<file path="src/rtl/bht_controller.sv">
// bht_controller: controller for the 2-bit saturating-counter branch history
// table in the fetch stage.
//  - After reset, sweeps every table entry to INIT_VALUE (INIT state).
//  - In RUN, serves zero-latency taken/not-taken predictions from read port 1.
//  - Applies resolved-branch updates as a one-stage read-modify-write
//    (accept -> U1: read port 2, saturate, write back).
//  - Owns the global history register that is hashed into the table index.
// Ports:
//  clk, reset_n                  clock, synchronous active-low reset
//  lookup_pc                     fetch PC (bit 0 ignored)
//  predict_taken/predict_valid   prediction to fetch
//  pred_index                    hashed lookup index, carried down the pipe
//  upd_valid/upd_ready           resolved-branch update handshake
//  upd_index/upd_taken           update target and actual outcome
//  arr_read1_index/arr_data1_out array lookup port
//  arr_read2_index/arr_data2_out array update-read port
//  arr_write/arr_write_index/arr_datain  array write port
module bht_controller #(
  parameter int INDEX_BITS = 5,
  parameter int CTR_WIDTH  = 2,
  parameter int HIST_BITS  = 3,
  parameter int INIT_VALUE = 1
) (
  input  logic                  clk,
  input  logic                  reset_n,
  input  logic [15:0]           lookup_pc,
  output logic                  predict_taken,
  output logic                  predict_valid,
  output logic [INDEX_BITS-1:0] pred_index,
  input  logic                  upd_valid,
  output logic                  upd_ready,
  input  logic [INDEX_BITS-1:0] upd_index,
  input  logic                  upd_taken,
  output logic [INDEX_BITS-1:0] arr_read1_index,
  input  logic [CTR_WIDTH-1:0]  arr_data1_out,
  output logic [INDEX_BITS-1:0] arr_read2_index,
  input  logic [CTR_WIDTH-1:0]  arr_data2_out,
  output logic                  arr_write,
  output logic [INDEX_BITS-1:0] arr_write_index,
  output logic [CTR_WIDTH-1:0]  arr_datain
);

  typedef enum logic {S_INIT, S_RUN} state_t;

  localparam logic [INDEX_BITS-1:0] LAST_IDX = '1;
  localparam logic [CTR_WIDTH-1:0]  CTR_MAX  = '1;
  localparam logic [CTR_WIDTH-1:0]  INIT_CTR = CTR_WIDTH'(INIT_VALUE);

  state_t                state, state_nxt;
  logic [INDEX_BITS-1:0] init_ctr;
  logic [HIST_BITS-1:0]  ghr;
  logic [HIST_BITS:0]    ghr_sh;
  logic [INDEX_BITS-1:0] ghr_ext;
  logic                  u1_valid;
  logic [INDEX_BITS-1:0] u1_index;
  logic                  u1_taken;
  logic [CTR_WIDTH-1:0]  u1_next;
  logic [CTR_WIDTH-1:0]  lk_ctr;
  logic                  bypass;
  logic                  upd_acc;
  logic                  unused_pc_bits;

  // Only PC[INDEX_BITS:1] feeds the hash.
  assign unused_pc_bits = ^{lookup_pc[15:INDEX_BITS+1], lookup_pc[0]};

  // GHR zero-extended into the low bits of the index.
  always_comb begin
    ghr_ext = '0;
    ghr_ext[HIST_BITS-1:0] = ghr;
  end

  assign pred_index      = lookup_pc[INDEX_BITS:1] ^ ghr_ext;
  assign arr_read1_index = pred_index;
  assign arr_read2_index = u1_index;

  // Shifted history; dropping the top bit keeps this legal for HIST_BITS=1.
  assign ghr_sh  = {ghr, upd_taken};
  assign upd_acc = upd_valid && upd_ready;

  // Saturating update of the counter read on port 2.
  always_comb begin
    u1_next = arr_data2_out;
    if (u1_taken) begin
      if (arr_data2_out != CTR_MAX) u1_next = arr_data2_out + 1'b1;
    end else begin
      if (arr_data2_out != '0) u1_next = arr_data2_out - 1'b1;
    end
  end

  // The array has not yet committed the U1 write, so forward it.
  assign bypass = u1_valid && (u1_index == pred_index);
  assign lk_ctr = bypass ? u1_next : arr_data1_out;

  always_ff @(posedge clk) begin
    if (!reset_n) begin
      state    <= S_INIT;
      init_ctr <= '0;
      ghr      <= '0;
      u1_valid <= 1'b0;
      u1_index <= '0;
      u1_taken <= 1'b0;
    end else begin
      state    <= state_nxt;
      u1_valid <= upd_acc;
      if (state == S_INIT) init_ctr <= init_ctr + 1'b1;
      if (upd_acc) begin
        u1_index <= upd_index;
        u1_taken <= upd_taken;
        ghr      <= ghr_sh[HIST_BITS-1:0];
      end
    end
  end

  always_comb begin
    state_nxt     = state;
    upd_ready     = 1'b0;
    predict_valid = 1'b0;
    case (state)
      S_INIT: if (init_ctr == LAST_IDX) state_nxt = S_RUN;
      S_RUN: begin
        upd_ready     = 1'b1;
        predict_valid = 1'b1;
      end
      default: state_nxt = S_INIT;
    endcase
  end

  assign predict_taken = predict_valid && lk_ctr[CTR_WIDTH-1];

  // Writes are suppressed while reset is asserted so a pending U1 update
  // (or a half-done sweep) never reaches the array on the reset edge.
  always_comb begin
    arr_write       = 1'b0;
    arr_write_index = u1_index;
    arr_datain      = u1_next;
    if (reset_n) begin
      if (state == S_INIT) begin
        arr_write       = 1'b1;
        arr_write_index = init_ctr;
        arr_datain      = INIT_CTR;
      end else if (u1_valid) begin
        arr_write = 1'b1;
      end
    end
  end

endmodule

</file>
<file path="config.mk">
export PLATFORM = sky130hd
export DESIGN_NAME = bht_controller
export DESIGN_NICKNAME = d
export VERILOG_FILES = /design/src/rtl/bht_controller.sv
export SDC_FILE = /design/constraint.sdc
export NUM_CORES = 1
export LEC_CHECK = 0
export CAP_MARGIN = 15
export CORE_MARGIN = 10
export CORE_UTILIZATION = 39
export CTS_CLUSTER_DIAMETER = 150
export DETAILED_ROUTE_END_ITERATION = 7
export PLACE_DENSITY_LB_ADDON = 0.05
export SLEW_MARGIN = 20
export SYNTH_ARGS = -nofsm -noshare
export SYNTH_HDL_FRONTEND = slang
export SYNTH_SLANG_ARGS = --single-unit
</file>
<file path="constraint.sdc">
create_clock -name clk -period 2.76 [get_ports clk]
set_input_delay 0.552 -clock clk [delete_from_list [all_inputs] [get_ports clk]]
set_output_delay 0.552 -clock clk [all_outputs]
set_load 0.01 [all_outputs]
</file>
=== Word-level counts from Yosys, hierarchy flattened ===
Cells that the tools add are included.

* Reduce and logical (&&, ||, !) cells: 4
* $add $sub $neg: 3
* Equal/unequal tests: 3
* Muxes and demuxes: 14
* Bitwise operators: 1

{| class="wikitable"
|+ Operator list
! operator !! count
|-
| 2-bit two-way mux || 6
|-
| 5-bit two-way mux || 2
|-
| 1-bit two-way mux || 6
|-
| 5-bit by 1-bit adder with 5-bit output, second input constant || 1
|-
| 5-bit == test || 1
|-
| 5-bit == test, second input constant || 1
|-
| 5-bit by 3-bit bitwise XOR with 5-bit output || 1
|-
| 1-bit logical AND || 3
|-
| 2-bit by 1-bit adder with 2-bit output, second input constant || 1
|-
| 2-bit != test, second input constant || 1
|-
| 2-bit nonzero test || 1
|-
| 2-bit by 1-bit subtractor with 2-bit output, second input constant || 1
|}

* Flip-flop bits (word level): 16
* Word-level logic and storage cells: 31
* Output and inout bits: 26
* Bits of input ports: 29

=== Logic depth before layout (Yosys ltp) ===
* Word-level depth: 5
* Depth in mapped cells: 5
* Depth with buffers taken out: 5

=== Worst setup path before layout ===
Ideal clock, no wire load.

* Path kind: in2out
* From: input port lookup_pc[2]
* To: output port predict_taken
* Buffers on the path: 0
* Path slack: 557 ps
* Arrival time: 1651 ps
* Required time: 2208 ps
* Stages: 4
* Path through: xor2_1 xor2_2 nor4_2 mux2i_1

* Word-level cells in the longest chain between the ends: 5

{| class="wikitable"
|+ RTL lines
! item !! RTL line !! source
|-
| start, declared || 26 || <nowiki>input logic [15:0] lookup_pc,</nowiki>
|-
| 5-bit by 3-bit bitwise XOR with 5-bit output || 72 || <nowiki>assign pred_index = lookup_pc[INDEX_BITS:1] ^ ghr_ext;</nowiki>
|-
| 5-bit == test || 91 || <nowiki>assign bypass = u1_valid && (u1_index == pred_index);</nowiki>
|-
| 1-bit logical AND || 91 ||
|-
| 2-bit two-way mux || 92 || <nowiki>assign lk_ctr = bypass ? u1_next : arr_data1_out;</nowiki>
|-
| 1-bit logical AND || 128 || <nowiki>assign predict_taken = predict_valid && lk_ctr[CTR_WIDTH-1];</nowiki>
|-
| end, declared || 27 || <nowiki>output logic predict_taken,</nowiki>
|}

Every way passes these cells.

=== Worst setup path after layout ===
* From: input port reset_n
* To: output port arr_write_index[2]

* Word-level cells in the longest chain between the ends: 1

{| class="wikitable"
|+ RTL lines
! item !! RTL line !! source
|-
| start, declared || 25 || <nowiki>input logic reset_n,</nowiki>
|-
| 5-bit two-way mux || 136 || <nowiki>if (reset_n) begin</nowiki>
|-
| end, declared || 39 || <nowiki>output logic [INDEX_BITS-1:0] arr_write_index,</nowiki>
|}

Every way passes these cells.

==> results.py <==
metrics = {
    "outcome": {
        "status": "completed",
    },
    "cts": {
        "cts-hold-fix-buffers": 0,
        "ctsRootBufferMaster": "clkbuf_4",
        "clkTransAtPathRegs_ps": 90,
        "cts.sinks": 15,
        "cts_buffers": 3,
        "clk_path_buf_depth": 2,
        "cts_tree": "yes",
        "clk_latency_ps": 290,
        "post_cts_buffers": 0,
        "cts_max_level": 1,
    },
    "synth": {
        "yosys.area.top_type": "dfxtp_1",
        "synthMuxAreaShare_pct": 9.91,
        "syn-cell-area_um2": 871,
        "syn-num-nets": 127,
        "synth-edff-count": 0,
        "yosys.area.top_type_share_pct": 34.5,
        "synth_area_leaders": "dfxtp_1 (34%), a21boi_0 (8.6%), buf_4 (6.9%)",
        "yosys.cell_count.top_type": "dfxtp_1",
        "synth_cell_type_count": 24,
        "yosys_warnings": 0,
        "synth-compound-area-share_pct": 10.1,
        "synth_simple_gate_area_share_pct": 20.0,
        "seq_area_frac_synth_pct": 34.5,
        "synth_top_family_by_area": "simple AND/OR/NAND/NOR gates",
        "async_reset_ff_share_pct": 0,
        "synthAdderAreaFrac_pct": 4.02,
        "ys_ff_latch": 15,
        "synthXorXnorAreaFrac_pct": 11.9,
        "synth_common_cells": "dfxtp_1 (15), nand2_1 (11), a21boi_0 (10)",
        "synth.avg_cell_area_um2": 9.07,
        "syn-instance-count": 96,
        "synthFlopType": "dfxtp_1",
    },
    "sta": {
        "slew_headroom_pct": 75.9,
        "period_needed_ps": 2620,
        "rsz0062_at_grt": "false",
        "holdWs_ps": 490,
        "final_max_slew_viol_count": 0,
        "finalHoldViolations": 0,
        "fmax_mhz": 382,
        "setup_viol": 0,
        "skew_ps": 2.37,
        "fin_crit_sh_pct": 94.9,
        "max_slew.worst_pin.slew_ps": 360,
    },
    "setup_path": {
        "critPathArrivalTime_ps": 2070,
        "crit_buf_inv": 2,
        "cp-end-kind": "primary output",
        "cp_slowest_cell": "clkdlybuf4s50_1",
        "reg2reg_slack_ps": 1460,
        "crit_type": "in -> out",
        "crit_path_max_fanout": 7,
        "crit_chain": "clkdlybuf4s50_1 -> nand2b_2 -> mux2_2 -> clkdlybuf4s50_1",
        "ff2ff_path_depth": 5,
        "r2r_start": "init_ctr[0]",
        "max_stage_delay_ps": 480,
        "critPathTopFamily": "buffers and inverters",
        "cp_common_cell": "clkdlybuf4s50_1",
        "r2r_end": "init_ctr[4]",
        "required_ps": 2210,
        "critPathLaunchType": "input port",
    },
    "die": {
        "ioPinCount": 55,
        "die_y_um": 67.3,
        "start_util_pct": 40.1,
        "die-area_um2": 4520,
        "coreArea_um2": 2170,
        "fp.dieW_um": 67.3,
        "num_rows": 17,
    },
    "drt": {
        "wl_per_cell_um": 14.3,
        "antenna_left": 0,
        "vias_per_cell": 4.73,
        "drtIter0Drc": 19,
        "via_count": 771,
        "dr.pass1.iters": 4,
        "drc": 0,
        "finalWirelength_um": 2330,
    },
    "finish": {
        "syn_to_final_growth_pct": 52.0,
        "design_area_um2": 1320,
        "diodes": 0,
        "fin_nets": 167,
        "drive_gt1_share_pct": 14.8,
    },
    "global_route": {
        "grt_start_max_net_pins": 22,
        "grt_usage_pct": 11.3,
        "grt-ovfl-total": 0,
        "antenna_found_initial": 0,
        "grt_first_pass_wirelength_um": 3890,
        "grt_pass1_vias": 803,
    },
    "power_and_ir_drop": {
        "p_total_w": 0.000447,
        "ir_worst_vdd_mv": 0.233,
        "p_leak_nw": 0.496,
        "power.density_nw_per_um2": 338,
    },
    "placed_design": {
        "place_congestion": 0.700,
        "numPortBuffers": 42,
        "hpwlAfterDp_um": 1820,
        "dpl_cell_area_um2": 1290,
    },
    "flow_run": {
        "maxCapViolations": 0,
    },
    "hold_path": {
        "hold_start": "ghr[2]",
        "hold-path-cell-count": 2,
        "hold_end": "ghr[2]",
        "hp-class": "reg -> reg",
    },
}
stage by stage:
step	instances	TNS [ps]	utilization, %	worst slack (ps)
6_report	163	0	61.0	142
3_3_place_gp	159	-321	59.5	-321
5_1_grt	163	0	61.0	29.0
2_1_floorplan	96	0	-	557
4_1_cts	163	0	61.1	30.3
3_5_place_dp	159	-290	59.5	-290
cell usage in the layout, fill, tap and decap left out, drive strengths merged, types with 2 or more instances in the layout:
cell	synthesis	routed
clkdlybuf4s50	0	41
dfxtp	15	15
nand2	11	11
a21boi	10	10
nand3	9	9
buf	9	6
xor2	6	6
mux2	5	5
xnor2	5	5
and2	4	4
clkbuf	4	4
mux2i	3	3
and3	2	2
nor2b	2	2
ha	2	2
nand2b	2	2
routing by layer:
metal	track usage [%]	up-vias	wire, um	share of wire, %
met5	0	-	0	0
met4	6.15	0	52	2.2
met3	4.96	5	276	12
met2	17.8	35	1020	44
met1	12.5	340	976	42
li1	-	391	-	-
sequential cells by signal (all words and copies together), names as in the netlist:
register / cells
arr_read2_index: 5
ghr: 3
u1_valid: 1
init_ctr: 5
state: 1
cell families after synthesis:
kind of cell,Yosys count
flops,15
compound gates,12
buf+inv,14
xor+xnor,11
fa+ha+maj,3
mux,8
simple gates,33
what timing repair did:
action | 4_1_cts | 5_1_grt
gates cloned | 0 | 0
gates resized for setup | 2 | 3
setup endpoints to repair | 1 | 6
pin swaps | 0 | 1
worst max path at each step:
stage                             from            endpoint  slack (ps)  cells past startpoint
final                          reset_n  arr_write_index[2]         140                      4
after global routing      lookup_pc[4]       predict_taken          30                      6
after CTS                      reset_n  arr_write_index[4]          30                      4
after detailed placement  lookup_pc[2]       predict_taken        -290                      6
after global placement    lookup_pc[2]       predict_taken        -320                      6
after floorplan           lookup_pc[2]       predict_taken         560                      4
power breakdown:
part           switching (W)  internal, W  total [W]
Sequential        0.00000392     0.000220   0.000224
Clock              0.0000780    0.0000540   0.000132
Combinational      0.0000329    0.0000584  0.0000914
Total               0.000115     0.000332   0.000447
area by class of cell:
class / count / area, um2
well taps: 28 / 35.0
clock buffers: 3 / 22.5
clock inverters: 1 / 5.00
flip-flops and latches: 15 / 300
repair buffers: 48 / 460
multi-input cells: 67 / 497
fillers: 213 / 846
inverters: 1 / 3.75
tightest hold or removal path: stages, from the launching register on:
cell	delay, ps
dfxtp_1	330
nand2_1	50
a21boi_0	60
(Power assumes the default switching activity.)
